$ cat src/rtl/riscv_defs.sv
// riscv_defs: shared definitions for the RV32I decode/issue slice.
//  - ALU op codes driven onto the EX stage op bus
//  - RV32I major opcode constants
//  - default bubble instruction (ADDI x0,x0,0)
//  - decoder result and ID/EX payload structs
//  - helper mapping funct3 to the ALU op shared by OP and OP-IMM
package riscv_defs;

    localparam logic [3:0] ALU_ADD   = 4'd0;
    localparam logic [3:0] ALU_SUB   = 4'd1;
    localparam logic [3:0] ALU_MUL   = 4'd2;
    localparam logic [3:0] ALU_AND   = 4'd3;
    localparam logic [3:0] ALU_OR    = 4'd4;
    localparam logic [3:0] ALU_XOR   = 4'd5;
    localparam logic [3:0] ALU_SHL   = 4'd6;
    localparam logic [3:0] ALU_SHR   = 4'd7;
    localparam logic [3:0] ALU_SLT   = 4'd8;
    localparam logic [3:0] ALU_SLTU  = 4'd9;
    localparam logic [3:0] ALU_AUIPC = 4'd10;
    localparam logic [3:0] ALU_BEQ   = 4'd11;
    localparam logic [3:0] ALU_BLT   = 4'd12;
    localparam logic [3:0] ALU_BLTU  = 4'd13;
    localparam logic [3:0] ALU_SRA   = 4'd14;

    localparam logic [6:0] OPC_LUI    = 7'h37;
    localparam logic [6:0] OPC_AUIPC  = 7'h17;
    localparam logic [6:0] OPC_JAL    = 7'h6F;
    localparam logic [6:0] OPC_JALR   = 7'h67;
    localparam logic [6:0] OPC_BRANCH = 7'h63;
    localparam logic [6:0] OPC_LOAD   = 7'h03;
    localparam logic [6:0] OPC_STORE  = 7'h23;
    localparam logic [6:0] OPC_OPIMM  = 7'h13;
    localparam logic [6:0] OPC_OP     = 7'h33;

    localparam logic [31:0] NOP_INSTR_DEF = 32'h0000_0013;

    // Operand source selects produced by the decoder
    typedef enum logic [1:0] {A_RS1, A_PC, A_ZERO} a_sel_e;
    typedef enum logic [1:0] {B_RS2, B_IMM, B_FOUR, B_SHAMT} b_sel_e;

    typedef struct packed {
        logic [3:0]  op;
        logic [31:0] imm;
        a_sel_e      a_sel;
        b_sel_e      b_sel;
        logic        br;
        logic        br_inv;
        logic [4:0]  rd;       // already forced to 0 when nothing is written
        logic        illegal;
    } dec_t;

    typedef struct packed {
        logic [31:0] a;
        logic [31:0] b;
        logic [3:0]  op;
        logic        br;
        logic        br_inv;
        logic [31:0] imm;
        logic [4:0]  rd;
        logic [31:0] pc;
        logic        illegal;
    } idex_t;

    // OP and OP-IMM share the funct3 -> ALU op assignment (funct7 variants
    // such as SUB/SRA are resolved by the caller).
    function automatic logic [3:0] alu_f3_op(input logic [2:0] f3);
        logic [3:0] op;
        case (f3)
            3'd0:    op = ALU_ADD;
            3'd1:    op = ALU_SHL;
            3'd2:    op = ALU_SLT;
            3'd3:    op = ALU_SLTU;
            3'd4:    op = ALU_XOR;
            3'd5:    op = ALU_SHR;
            3'd6:    op = ALU_OR;
            default: op = ALU_AND;
        endcase
        return op;
    endfunction

endpackage

$ cat src/rtl/rv32i_decoder.sv
// rv32i_decoder: purely combinational RV32I instruction decoder.
//  Produces the ALU op, sign-extended immediate, operand source selects,
//  branch flags, destination register and illegal flag for one instruction.
// Ports:
//  instr_i  in   32  instruction word
//  dec_o    out  dec_t decoded fields (see riscv_defs)
// Configuration macro: ID_MUL_EN -- when defined, OP funct7=0x01 funct3=0
//  decodes as MUL; otherwise that encoding is reported illegal.
module rv32i_decoder
    import riscv_defs::*;
(
    input  logic [31:0] instr_i,
    output dec_t        dec_o
);

    logic [6:0]  opc;
    logic [2:0]  f3;
    logic [6:0]  f7;
    logic [31:0] imm_i, imm_s, imm_b, imm_u, imm_j;
    logic        wb;

    assign opc = instr_i[6:0];
    assign f3  = instr_i[14:12];
    assign f7  = instr_i[31:25];

    assign imm_i = {{20{instr_i[31]}}, instr_i[31:20]};
    assign imm_s = {{20{instr_i[31]}}, instr_i[31:25], instr_i[11:7]};
    assign imm_b = {{19{instr_i[31]}}, instr_i[31], instr_i[7], instr_i[30:25],
                    instr_i[11:8], 1'b0};
    assign imm_u = {instr_i[31:12], 12'b0};
    assign imm_j = {{11{instr_i[31]}}, instr_i[31], instr_i[19:12], instr_i[20],
                    instr_i[30:21], 1'b0};

    always_comb begin
        dec_o         = '0;
        dec_o.op      = ALU_ADD;
        dec_o.imm     = imm_i;
        dec_o.a_sel   = A_RS1;
        dec_o.b_sel   = B_IMM;
        wb            = 1'b0;

        case (opc)
            OPC_LUI: begin
                dec_o.a_sel = A_ZERO;
                dec_o.imm   = imm_u;
                wb          = 1'b1;
            end
            OPC_AUIPC: begin
                dec_o.a_sel = A_PC;
                dec_o.imm   = imm_u;
                dec_o.op    = ALU_AUIPC;
                wb          = 1'b1;
            end
            OPC_JAL: begin
                // ALU computes the link address pc+4; imm carries the target offset
                dec_o.a_sel = A_PC;
                dec_o.b_sel = B_FOUR;
                dec_o.imm   = imm_j;
                wb          = 1'b1;
            end
            OPC_JALR: begin
                dec_o.a_sel   = A_PC;
                dec_o.b_sel   = B_FOUR;
                wb            = 1'b1;
                dec_o.illegal = (f3 != 3'd0);
            end
            OPC_BRANCH: begin
                dec_o.b_sel  = B_RS2;
                dec_o.imm    = imm_b;
                dec_o.br     = 1'b1;
                // Odd funct3 is the negated form of the even one below it
                dec_o.br_inv = f3[0];
                case (f3[2:1])
                    2'b00:   dec_o.op = ALU_BEQ;
                    2'b10:   dec_o.op = ALU_BLT;
                    2'b11:   dec_o.op = ALU_BLTU;
                    default: dec_o.illegal = 1'b1;
                endcase
            end
            OPC_LOAD: begin
                wb            = 1'b1;
                dec_o.illegal = (f3 == 3'd3) || (f3 >= 3'd6);
            end
            OPC_STORE: begin
                dec_o.imm     = imm_s;
                dec_o.illegal = (f3 > 3'd2);
            end
            OPC_OPIMM: begin
                wb       = 1'b1;
                dec_o.op = alu_f3_op(f3);
                if (f3 == 3'd1) begin
                    dec_o.b_sel   = B_SHAMT;
                    dec_o.illegal = (f7 != 7'h00);
                end else if (f3 == 3'd5) begin
                    dec_o.b_sel = B_SHAMT;
                    if (f7 == 7'h20) begin
                        dec_o.op = ALU_SRA;
                    end else if (f7 != 7'h00) begin
                        dec_o.illegal = 1'b1;
                    end
                end
            end
            OPC_OP: begin
                wb          = 1'b1;
                dec_o.b_sel = B_RS2;
                dec_o.imm   = '0;
                if (f7 == 7'h00) begin
                    dec_o.op = alu_f3_op(f3);
                end else if (f7 == 7'h20 && f3 == 3'd0) begin
                    dec_o.op = ALU_SUB;
                end else if (f7 == 7'h20 && f3 == 3'd5) begin
                    dec_o.op = ALU_SRA;
`ifdef ID_MUL_EN
                end else if (f7 == 7'h01 && f3 == 3'd0) begin
                    dec_o.op = ALU_MUL;
`endif
                end else begin
                    dec_o.illegal = 1'b1;
                end
            end
            default: dec_o.illegal = 1'b1;
        endcase

        // Illegal instructions must not branch or write back
        if (dec_o.illegal) begin
            dec_o.op     = ALU_ADD;
            dec_o.br     = 1'b0;
            dec_o.br_inv = 1'b0;
            wb           = 1'b0;
        end

        dec_o.rd = wb ? instr_i[11:7] : 5'd0;
    end

endmodule

$ cat src/rtl/id_ex_issue.sv
// id_ex_issue: RV32I decode/issue stage feeding the ALU a/b/op interface.
//  Accepts instructions on a valid/ready handshake, decodes them, reads
//  the register file combinationally and registers operands/control in the
//  ID/EX register. Holds on backpressure, kills on flush.
// Ports:
//  clk, rst                     clock, synchronous active-high reset
//  in_valid/in_ready            fetch handshake; in_instr, in_pc payload
//  rs1_addr/rs2_addr            regfile read addresses (from in_instr)
//  rs1_data/rs2_data            regfile read data, same cycle
//  flush                        kill held and incoming instruction
//  out_valid/out_ready          EX handshake
//  out_a/out_b/out_op           ALU operands and op
//  out_br/out_br_inv/out_imm    branch control and immediate
//  out_rd/out_pc/out_illegal    writeback register, PC, illegal flag
// Configuration macro: ID_MUL_EN (enables MUL decode in rv32i_decoder).
module id_ex_issue
    import riscv_defs::*;
#(
    parameter int          XLEN      = 32,
    parameter logic [31:0] NOP_INSTR = NOP_INSTR_DEF
) (
    input  logic            clk,
    input  logic            rst,
    input  logic            in_valid,
    output logic            in_ready,
    input  logic [31:0]     in_instr,
    input  logic [XLEN-1:0] in_pc,
    output logic [4:0]      rs1_addr,
    output logic [4:0]      rs2_addr,
    input  logic [XLEN-1:0] rs1_data,
    input  logic [XLEN-1:0] rs2_data,
    input  logic            flush,
    output logic            out_valid,
    input  logic            out_ready,
    output logic [XLEN-1:0] out_a,
    output logic [XLEN-1:0] out_b,
    output logic [3:0]      out_op,
    output logic            out_br,
    output logic            out_br_inv,
    output logic [XLEN-1:0] out_imm,
    output logic [4:0]      out_rd,
    output logic [XLEN-1:0] out_pc,
    output logic            out_illegal
);

    dec_t  dec_in;
    dec_t  dec_nop;
    idex_t idex_q, idex_d;
    logic  valid_q, valid_d;
    logic  load;

    rv32i_decoder u_dec (
        .instr_i (in_instr),
        .dec_o   (dec_in)
    );

    // Decoded bubble, written into the payload when a flush kills the slot
    rv32i_decoder u_nop_dec (
        .instr_i (NOP_INSTR),
        .dec_o   (dec_nop)
    );

    function automatic idex_t pack_idex(input dec_t        d,
                                        input logic [31:0] rs1_v,
                                        input logic [31:0] rs2_v,
                                        input logic [31:0] pc_v);
        idex_t p;
        p = '0;
        case (d.a_sel)
            A_PC:    p.a = pc_v;
            A_ZERO:  p.a = '0;
            default: p.a = rs1_v;
        endcase
        case (d.b_sel)
            B_RS2:   p.b = rs2_v;
            B_FOUR:  p.b = 32'd4;
            B_SHAMT: p.b = {27'b0, d.imm[4:0]};
            default: p.b = d.imm;
        endcase
        p.op      = d.op;
        p.br      = d.br;
        p.br_inv  = d.br_inv;
        p.imm     = d.imm;
        p.rd      = d.rd;
        p.pc      = pc_v;
        p.illegal = d.illegal;
        return p;
    endfunction

    assign rs1_addr = in_instr[19:15];
    assign rs2_addr = in_instr[24:20];

    // in_ready ignores flush: an instruction offered during flush counts as
    // consumed by fetch and is simply dropped here.
    assign in_ready = !valid_q || out_ready;
    assign load     = in_valid && in_ready;

    always_comb begin
        idex_d  = idex_q;
        valid_d = valid_q;
        if (flush) begin
            valid_d = 1'b0;
            idex_d  = pack_idex(dec_nop, 32'd0, 32'd0, 32'd0);
        end else if (load) begin
            valid_d = 1'b1;
            idex_d  = pack_idex(dec_in, rs1_data, rs2_data, in_pc);
        end else if (out_ready) begin
            valid_d = 1'b0;
        end
    end

    always_ff @(posedge clk) begin
        if (rst) begin
            valid_q <= 1'b0;
            idex_q  <= '0;
        end else begin
            valid_q <= valid_d;
            idex_q  <= idex_d;
        end
    end

    assign out_valid   = valid_q;
    assign out_a       = idex_q.a;
    assign out_b       = idex_q.b;
    assign out_op      = idex_q.op;
    assign out_br      = idex_q.br;
    assign out_br_inv  = idex_q.br_inv;
    assign out_imm     = idex_q.imm;
    assign out_rd      = idex_q.rd;
    assign out_pc      = idex_q.pc;
    assign out_illegal = idex_q.illegal;

endmodule

$ cat config.mk
export PLATFORM = sky130hd
export DESIGN_NAME = id_ex_issue
export DESIGN_NICKNAME = d
export VERILOG_FILES = /design/src/rtl/riscv_defs.sv /design/src/rtl/rv32i_decoder.sv /design/src/rtl/id_ex_issue.sv
export SDC_FILE = /design/constraint.sdc
export NUM_CORES = 1
export LEC_CHECK = 0
export CAP_MARGIN = 0
export CORE_ASPECT_RATIO = 0.7
export CORE_UTILIZATION = 40
export CTS_CLUSTER_SIZE = 8
export DETAILED_ROUTE_END_ITERATION = 16
export PLACE_DENSITY = 0.77
export SETUP_SLACK_MARGIN = 0.3
export SLEW_MARGIN = 20
export SYNTH_ARGS = -nofsm -noshare
export SYNTH_HDL_FRONTEND = slang
export SYNTH_SLANG_ARGS = --single-unit
$ cat constraint.sdc
create_clock -name clk -period 4.5 [get_ports clk]
set_input_delay 0.9 -clock clk [delete_from_list [all_inputs] [get_ports clk]]
set_output_delay 0.9 -clock clk [all_outputs]
set_load 0.01 [all_outputs]
==> impl_summary.md, run 1 <==
Status
The flow ran to the end, and the final reports show no timing, DRC or antenna violations.

Job
The total of max-cap violations is 0.

Finish
Cells fill 63.5% of the core in the end. The number of antenna diodes in the final layout is 0. At the end of the flow, the number of nets in the layout was 1179. Relative to the synthesized area, the layout overhead comes to 54.1%.

Of the cells placed in the final design, the portion with a size suffix greater than 1 is 6.10%.

Hold path
The type of the most critical hold path is register to register. The worst hold path depth is 2. The hold-critical path endpoint is out_op[1]$_SDFFE_PP0P_.

In this run the most critical hold path is launched from out_op[1]$_SDFFE_PP0P_.

Logic synthesis
The number of nets in the synthesized netlist is 941. The share of synthesized registers carrying an async set or reset is 0%. The mux cell area share after synthesis is 0.662%. During synthesis, Yosys emitted a total of 0 warnings. The synthesized netlist occupies a cell area of 6430 um^2. Dividing the synthesized area by the synthesized cell count gives 8.02 um^2.

The XOR/XNOR share of the synthesized area is 0.273%. The largest total area in the synthesized netlist belongs to sky130_fd_sc_hd__dfxtp_1. Yosys mapped a number of flops with a built-in enable equal to 0. The number of distinct library cells after synthesis is 62. Ranked by total cell area, the synthesized netlist is headed by sky130_fd_sc_hd__dfxtp_1 (44%), sky130_fd_sc_hd__nand2_1 (7.2%), sky130_fd_sc_hd__a21oi_1 (5.9%). The synthesized netlist devotes 21.3% of its cell area to simple gates. The synthesized-area fraction occupied by ao, oa, aoi and oai cells is 26.3%. After synthesis, the largest family of logic cells by area is compound AO/OA/AOI/OAI gates. The prevailing post-synth register cell is sky130_fd_sc_hd__dfxtp_1. The area share of the largest cell type after synthesis is 43.9%. The post-synthesis share of cell area spent on full adders, half adders and majority gates is 1.36%. Synthesis handed over a netlist of 801 instances.

The share of the Yosys chip area taken by registers is 43.9%. The post-synthesis sequential element count is 141.

Pwr
The maximum VDD drop is 0.000258 V. The post-route total power is 3.31 mW. The leakage power summed over all cells is 3.44 nW. Power spread over the standard cell area amounts to 334 nW/um^2.

Worst setup path
The origin of the critical flop-to-flop path is out_valid$_SDFFE_PP0P_. The critical register-to-register path endpoint is out_b[31]$_SDFFE_PP0P_. The cell type of the slowest stage on the worst timing path is sky130_fd_sc_hd__clkdlybuf4s50_1. The worst path arrival time is 3.71 ns.

The reg2reg setup slack is 2.28 ns. The required time at the worst-slack endpoint is 4.76 ns. Walking the worst path, the cells encountered are clkdlybuf4s50_1 -> nand2b_1 -> or3_1 -> o21ai_0 -> ha_2 -> buf_4 -> nor2_1 -> a211oi_1 -> nor3_1. The startpoint type of the worst setup path is an input pin. Together, buffers and inverters on the worst path number 2. Grouping stages by cell kind, the critical path spends the most delay in simple AND/OR/NAND/NOR gates. STA classifies the critical path endpoint as a register.

The worst register-to-register path has a depth of 6. The maximum net fanout on the critical path is 26. The category of the most critical setup path is input pin to register. The largest incremental delay on the critical path is 0.63 ns.

Timing
The total count of max-transition violations in the final report is 0. The count of endpoints failing hold in the final timing report was 0. The final worst-path cycle share is 76.7%. The total negative slack for setup checks is 0 ns. For the pin with the worst max-slew slack, the measured transition is 0.827 ns. The maximum operating frequency is 290 MHz. For the finished layout, the period the worst path requires is 3.45 ns. Setup repair after global routing left no endpoint under its margin. The worst clock skew is 0.00970 ns. The smallest setup slack after layout is 1.05 ns. The normalized max-slew margin is 44.6%.

The number of failing setup endpoints in the final timing report is 0.

Routing
Before antenna repair, the detailed router went through 5 iterations. The DRC violation count after routing is 0. The via count of the routed design is 6958. In this run the remaining antenna-violating nets after routing total 0. In this run, the number of DRC markers left after iteration 0 of detailed routing was 429.

Dividing the detail-routed wire length by the instance count gives 18.2 um. The via density per instance is 5.57. For this block, the routed nets add up to 22800 um of wire.

Global routing
The total overflow left after global routing is 0. Entering global routing, the biggest net connects 70 pins. The global router's overall resource usage is 26.8%.

The number of antenna violations at the first check in global routing is 0. The first global-routing pass estimated 35000 um of wire. The via count of the first global-routing pass came to 6302.

CTS
The number of hold buffers added after CTS was 0. The total clock sinks is 141. The deepest level of the CTS H-tree is 4. The clock latency on the worst-skew pair is 0.41 ns. The TritonCTS clock tree is built. The buffer levels on the longest clock path is 2. The number of gates resized after CTS is 0. The total CTS buffers is 17. The root buffer cell chosen for the clock tree is sky130_fd_sc_hd__clkbuf_16. Post-CTS timing repair inserted 0 buffers for setup. Clock-pin slew was measured on the worst setup and hold paths at 0.06 ns.

Floorplanning
The I/O pin count is 285. Once the floorplan was initialized, standard cells occupied 41.2% of the core. The floorplan step set the die height to 108 um.

The number of cell rows is 38. The die covers 16600 um^2. The total area inside the core boundary comes to 15600 um^2.

The die is 154 um wide.

Placed design
The detailed placer's ending HPWL is 15900 um. The worst-case setup slack after placement is 0.658 ns. The count of buffers from port buffering is 284.

The congestion estimate from routability-driven global placement came to 0.915.
[synthesized netlist by cell type (5+ instances only)]
| library cell | n |
|---|---|
| sky130_fd_sc_hd__a31oi_1 | 10 |
| sky130_fd_sc_hd__dfxtp_1 | 141 |
| sky130_fd_sc_hd__o22ai_1 | 19 |
| sky130_fd_sc_hd__nor3_1 | 40 |
| sky130_fd_sc_hd__a21oi_1 | 76 |
| sky130_fd_sc_hd__inv_1 | 7 |
| sky130_fd_sc_hd__nor2_1 | 91 |
| sky130_fd_sc_hd__a22oi_1 | 39 |
| sky130_fd_sc_hd__nand4_1 | 11 |
| sky130_fd_sc_hd__a211oi_1 | 35 |
| sky130_fd_sc_hd__buf_4 | 15 |
| sky130_fd_sc_hd__a21boi_0 | 10 |
| sky130_fd_sc_hd__clkbuf_1 | 48 |
| sky130_fd_sc_hd__nand2_1 | 123 |
| sky130_fd_sc_hd__o21ai_0 | 24 |
| sky130_fd_sc_hd__nand3_1 | 10 |
| sky130_fd_sc_hd__a22o_1 | 7 |
| sky130_fd_sc_hd__buf_1 | 5 |
| sky130_fd_sc_hd__buf_2 | 12 |
| sky130_fd_sc_hd__ha_1 | 7 |
[power breakdown]
part,switching [mW],internal [mW],total [mW]
Sequential,0.0231,1.29,1.32
Clock,0.563,0.929,1.49
Combinational,0.246,0.255,0.502
Total,0.833,2.48,3.31
[logic make-up (layout without fill, tap and decap cells)]
kind of cell	Yosys count	count (layout)
xor+xnor	2	2
mux	4	4
simple gates	304	304
fa+ha+maj	7	7
compound gates	256	256
buf+inv	87	336
flops	141	141
[layout make-up]
cell class | count | area [um^2]
multi-input combinational | 573 | 3220
tap | 200 | 250
fill | 1345 | 5690
timing repair buffer | 299 | 2970
clock buffer | 17 | 425
sequential | 141 | 2820
clock inverter | 13 | 191
inverter | 7 | 26.3
[worst max path at each step]
stage,startpoint,endpoint,cells past startpoint
2_1_floorplan,in_instr[4],out_a[23]$_SDFFE_PP0P_,12
3_3_place_gp,in_instr[6],out_a[6]$_SDFFE_PP0P_,9
3_5_place_dp,in_instr[6],out_a[6]$_SDFFE_PP0P_,9
4_1_cts,in_instr[6],out_a[6]$_SDFFE_PP0P_,9
5_1_grt,in_instr[6],out_a[6]$_SDFFE_PP0P_,9
6_report,in_instr[6],out_a[6]$_SDFFE_PP0P_,9
[metrics by stage]
step / cell area [um^2] / hold slack (ns) / cells
floorplan: 6430 / 0.469 / 801
global placement: 9290 / 0.438 / 1220
detailed placement: 9290 / 0.443 / 1220
CTS: 9910 / 0.451 / 1250
global route: 9910 / 0.467 / 1250
finish: 9910 / 0.450 / 1250
[worst register-to-register path, delay by kind of cell (launching register included)]
family,cells,cell delay (ns)
compound gates,2,0.30
buf+inv,1,0.62
flops,1,0.31
simple gates,3,0.93
[metal layers]
layer  vias to the layer above  global-route usage [%]  wire [um]
li1                       3352                       -          -
met1                      3281                    35.9      10300
met2                       304                    41.6      10000
met3                        21                    9.26       2200
met4                         0                    5.71        262
met5                         -                       0          0
[state kept, by name (all words and copies together) (netlist names)]
name / cells
out_a: 32
out_b: 32
out_br: 1
out_br_inv: 1
out_illegal: 1
out_imm: 32
out_op: 4
out_pc: 32
out_rd: 5
out_valid: 1
[layout by cell type (no fill, tap or decap), types with 11 or more instances in the layout]
| cell | Yosys | routed |
|---|---|---|
| sky130_fd_sc_hd__a22oi_1 | 39 | 39 |
| sky130_fd_sc_hd__dfxtp_1 | 141 | 141 |
| sky130_fd_sc_hd__buf_4 | 15 | 14 |
| sky130_fd_sc_hd__nand2_1 | 123 | 122 |
| sky130_fd_sc_hd__nor2_1 | 91 | 91 |
| sky130_fd_sc_hd__a21oi_1 | 76 | 76 |
| sky130_fd_sc_hd__a211oi_1 | 35 | 35 |
| sky130_fd_sc_hd__o22ai_1 | 19 | 19 |
| sky130_fd_sc_hd__clkbuf_16 | 0 | 17 |
| sky130_fd_sc_hd__nand4_1 | 11 | 11 |
| sky130_fd_sc_hd__o21ai_0 | 24 | 24 |
| sky130_fd_sc_hd__nor3_1 | 40 | 40 |
| sky130_fd_sc_hd__clkdlybuf4s50_1 | 0 | 284 |
Power figures use the tool's default switching activity.
==> run 2, diff against run 1 <==
--- a/config.mk
+++ b/config.mk
@@ -7,7 +7,7 @@
 export LEC_CHECK = 0
 export CAP_MARGIN = 0
 export CORE_ASPECT_RATIO = 0.7
-export CORE_UTILIZATION = 40
+export CORE_UTILIZATION = 38
 export CTS_CLUSTER_SIZE = 8
 export DETAILED_ROUTE_END_ITERATION = 16
 export PLACE_DENSITY = 0.77
==> constraint.sdc (replaced) <==
create_clock -name clk -period 2.8 [get_ports clk]
set_input_delay 0.56 -clock clk [delete_from_list [all_inputs] [get_ports clk]]
set_output_delay 0.56 -clock clk [all_outputs]
set_load 0.01 [all_outputs]
==> impl_summary.md, run 2 (synthesis gave the netlist of run 1 again) <==
Status
Outcome: complete, no violations (unchanged).

Worst setup path
The category of the most critical setup path is input pin to register (unchanged). The cell type of the slowest stage on the worst timing path is sky130_fd_sc_hd__clkdlybuf4s50_1 (unchanged). The largest incremental delay on the critical path came to 0.57 ns (was 0.63 ns).

The cell family with the largest share of critical-path delay is buffers and inverters (was simple AND/OR/NAND/NOR gates). The worst path arrival time is 2.76 ns (was 3.71 ns). The maximum net fanout on the critical path is 6 (was 26). The number of buffer and inverter stages on the critical path is 2 (unchanged). Crit-path cells: clkdlybuf4s50_1 -> mux2_2 -> or3_1 -> buf_4 -> a221o_1 -> o21ai_0 -> a21oi_1 (was clkdlybuf4s50_1 -> nand2b_1 -> or3_1 -> o21ai_0 -> ha_2 -> buf_4 -> nor2_1 -> a211oi_1 -> nor3_1). The startpoint type of the worst setup path is an input pin (unchanged).

The required time at the worst-slack endpoint came to 3.10 ns (was 4.76 ns). The endpoint kind of the worst setup timing path was a register (unchanged).

Global routing
The global router's overall resource usage is 27.9% (was 26.8%). The wire length of the first global-routing pass is 37800 um (was 35000 um). The number of antenna violations at the first check in global routing is 0 (unchanged). The via count of the first global-routing pass is 6993 (was 6302). The pin count of the biggest net entering global routing is 80 (was 70). The overflow left after global routing is 0 (unchanged).

CTS
The clock latency on the worst-skew pair is 0.42 ns (was 0.41 ns). The total clock sinks is 141 (unchanged). The buffer levels on the longest clock path is 2 (unchanged). The number of hold buffers added after CTS is 0 (unchanged). The CTS root buffer is sky130_fd_sc_hd__clkbuf_16 (unchanged). The clock-pin slew of the registers on the worst-case setup and hold paths is 0.06 ns (about the same). The TritonCTS clock tree is built (unchanged). The total CTS buffers was 17 (unchanged).

The deepest level of the CTS H-tree is 4 (unchanged).

Finish
The commonest non-fill, non-tap cell in the layout is sky130_fd_sc_hd__clkdlybuf4s50_1 (unchanged). The signed area change from the synthesized netlist to the final layout is 62.7% (was 54.1%). The count of antenna diodes in the layout is 0 (unchanged). The net total in the final layout came to 1235 (was 1179). The ratio of cells with drive above 1 in the final layout is 11.9% (was 6.10%). The share of the core filled with cells is 63.6% (was 63.5%). Most frequent cells in the layout: sky130_fd_sc_hd__clkdlybuf4s50_1 (284), sky130_fd_sc_hd__dfxtp_1 (141), sky130_fd_sc_hd__nand2_1 (122), sky130_fd_sc_hd__nor2_1 (91), sky130_fd_sc_hd__a21oi_1 (76) (unchanged).

Timing
Of the available clock period, the critical path in the final layout requires 87.9%. The worst hold slack came to 0.454 ns (was 0.450 ns). The worst clock skew was 0.0110 ns (was 0.00970 ns). The minimum period implied by the final worst setup slack is 2.46 ns. The total count of max-transition violations in the final report is 0 (unchanged). The worst-margin pin slew came to 0.541 ns (was 0.827 ns). The smallest setup slack after layout came to 0.339 ns (was 1.05 ns). The normalized max-slew margin is 63.9% (was 44.6%). The number of failing setup endpoints in the final timing report was 0 (unchanged).

Unrepaired setup endpoints after global routing: yes (was no). The total negative slack for setup checks is 0 ns (unchanged). Static timing analysis puts the maximum clock frequency at 406 MHz. The count of endpoints failing hold in the final timing report is 0 (unchanged).

Placed design
The worst-case setup slack after placement is -0.0382 ns (was 0.658 ns). The detailed placer's ending HPWL came to 17700 um (was 15900 um). The count of buffers from port buffering came to 284 (unchanged).

The placer's final routability congestion estimate is 0.942 (was 0.915).

Routing
The via density per instance came to 5.43 (was 5.57). The routed wire length came to 24200 um (was 22800 um). The highest metal layer with signal wires is met4 (unchanged).

The DRC violation count after routing is 0 (unchanged). The routed length on met3 is 2370 um (was 2200 um). The initial detailed-routing violation count is 619 (was 429). The via count of the routed design was 7235 (was 6958). The detailed-routed wire length on met2 was 10700 um (was 10000 um).

The number of detailed-route iterations in the first pass is 5 (unchanged). The detailed-route wire length per cell was 18.1 um (was 18.2 um). The count of antenna-violating nets left after detailed routing is 0 (unchanged). The met1 wire length is 10600 um (was 10300 um).

Pwr
The maximum VDD drop is 0.000381 V (was 0.000258 V). The leakage power summed over all cells is 3.74 nW (was 3.44 nW). The power density over cell area was 506 nW/um^2 (was 334 nW/um^2). The post-route total power is 5.29 mW (was 3.31 mW).

Floorplanning
The I/O pin count is 285 (unchanged). The area of the core came to 16400 um^2 (was 15600 um^2). The number of cell rows is 39 (was 38). The starting density of the core came to 39.1% (was 41.2%). The die area is 17400 um^2 (was 16600 um^2). The die extent in x is 157 um (was 154 um). The die span in y was 111 um (was 108 um).

Hold path
The type of the most critical hold path was register to register (unchanged).

Job
The total of max-cap violations came to 0 (unchanged).
-- run 2: layout make-up --
type,count,area (um^2)
Inverter,7,26.3
Sequential cell,141,2820
Fill cell,1411,5990
Timing Repair Buffer,355,3450
Clock buffer,21,470
Tap cell,225,282
Multi-Input combinational cell,573,3280
Clock inverter,11,129
-- run 2: power by group --
part | total (mW) | switching (mW) | internal (mW)
clock network | 2.29 | 0.896 | 1.39
logic | 0.882 | 0.417 | 0.465
registers | 2.12 | 0.0381 | 2.08
-- run 2: metrics by stage --
step / cells / cell area [um^2]
after floorplan: 801 / 6540
after global placement: 1300 / 9840
after detailed placement: 1300 / 9840
after CTS: 1332 / 10400
after global routing: 1333 / 10500
final: 1333 / 10500
-- run 2: routing by layer --
metal  track usage, %  up-vias
li1                 -     3476
met1             36.2     3378
met2             43.0      344
met3             9.30       37
met4             9.32        0
met5                0        -
-- run 2: worst paths after layout --
check                               start  slack, ns  cells after the start                      end
setup / recovery              in_instr[4]       0.34                      7    out_b[3]$_SDFFE_PP0P_
setup reg to reg   out_valid$_SDFFE_PP0P_       1.11                      7   out_b[21]$_SDFFE_PP0P_
hold / removal    out_pc[27]$_SDFFE_PP0P_       0.45                      2  out_pc[27]$_SDFFE_PP0P_
hold reg to reg   out_pc[27]$_SDFFE_PP0P_       0.45                      2  out_pc[27]$_SDFFE_PP0P_
-- run 2: what timing repair did --
| item | CTS | global route |
|---|---|---|
| endpoints found under the hold margin | 0 | 0 |
| resized for setup | 0 | 4 |
| setup endpoints to repair | 0 | 44 |
| setup buffers | 0 | 1 |
-- run 2: worst reg2reg max path, cell delays in order (launching register included) --
cell and delay, ns:
sky130_fd_sc_hd__dfxtp_1 0.35, sky130_fd_sc_hd__nand2b_1 0.08, sky130_fd_sc_hd__buf_4 0.16, sky130_fd_sc_hd__nand2_4 0.28
sky130_fd_sc_hd__nor2_2 0.06, sky130_fd_sc_hd__buf_4 0.20, sky130_fd_sc_hd__a21boi_0 0.30, sky130_fd_sc_hd__o22ai_1 0.13
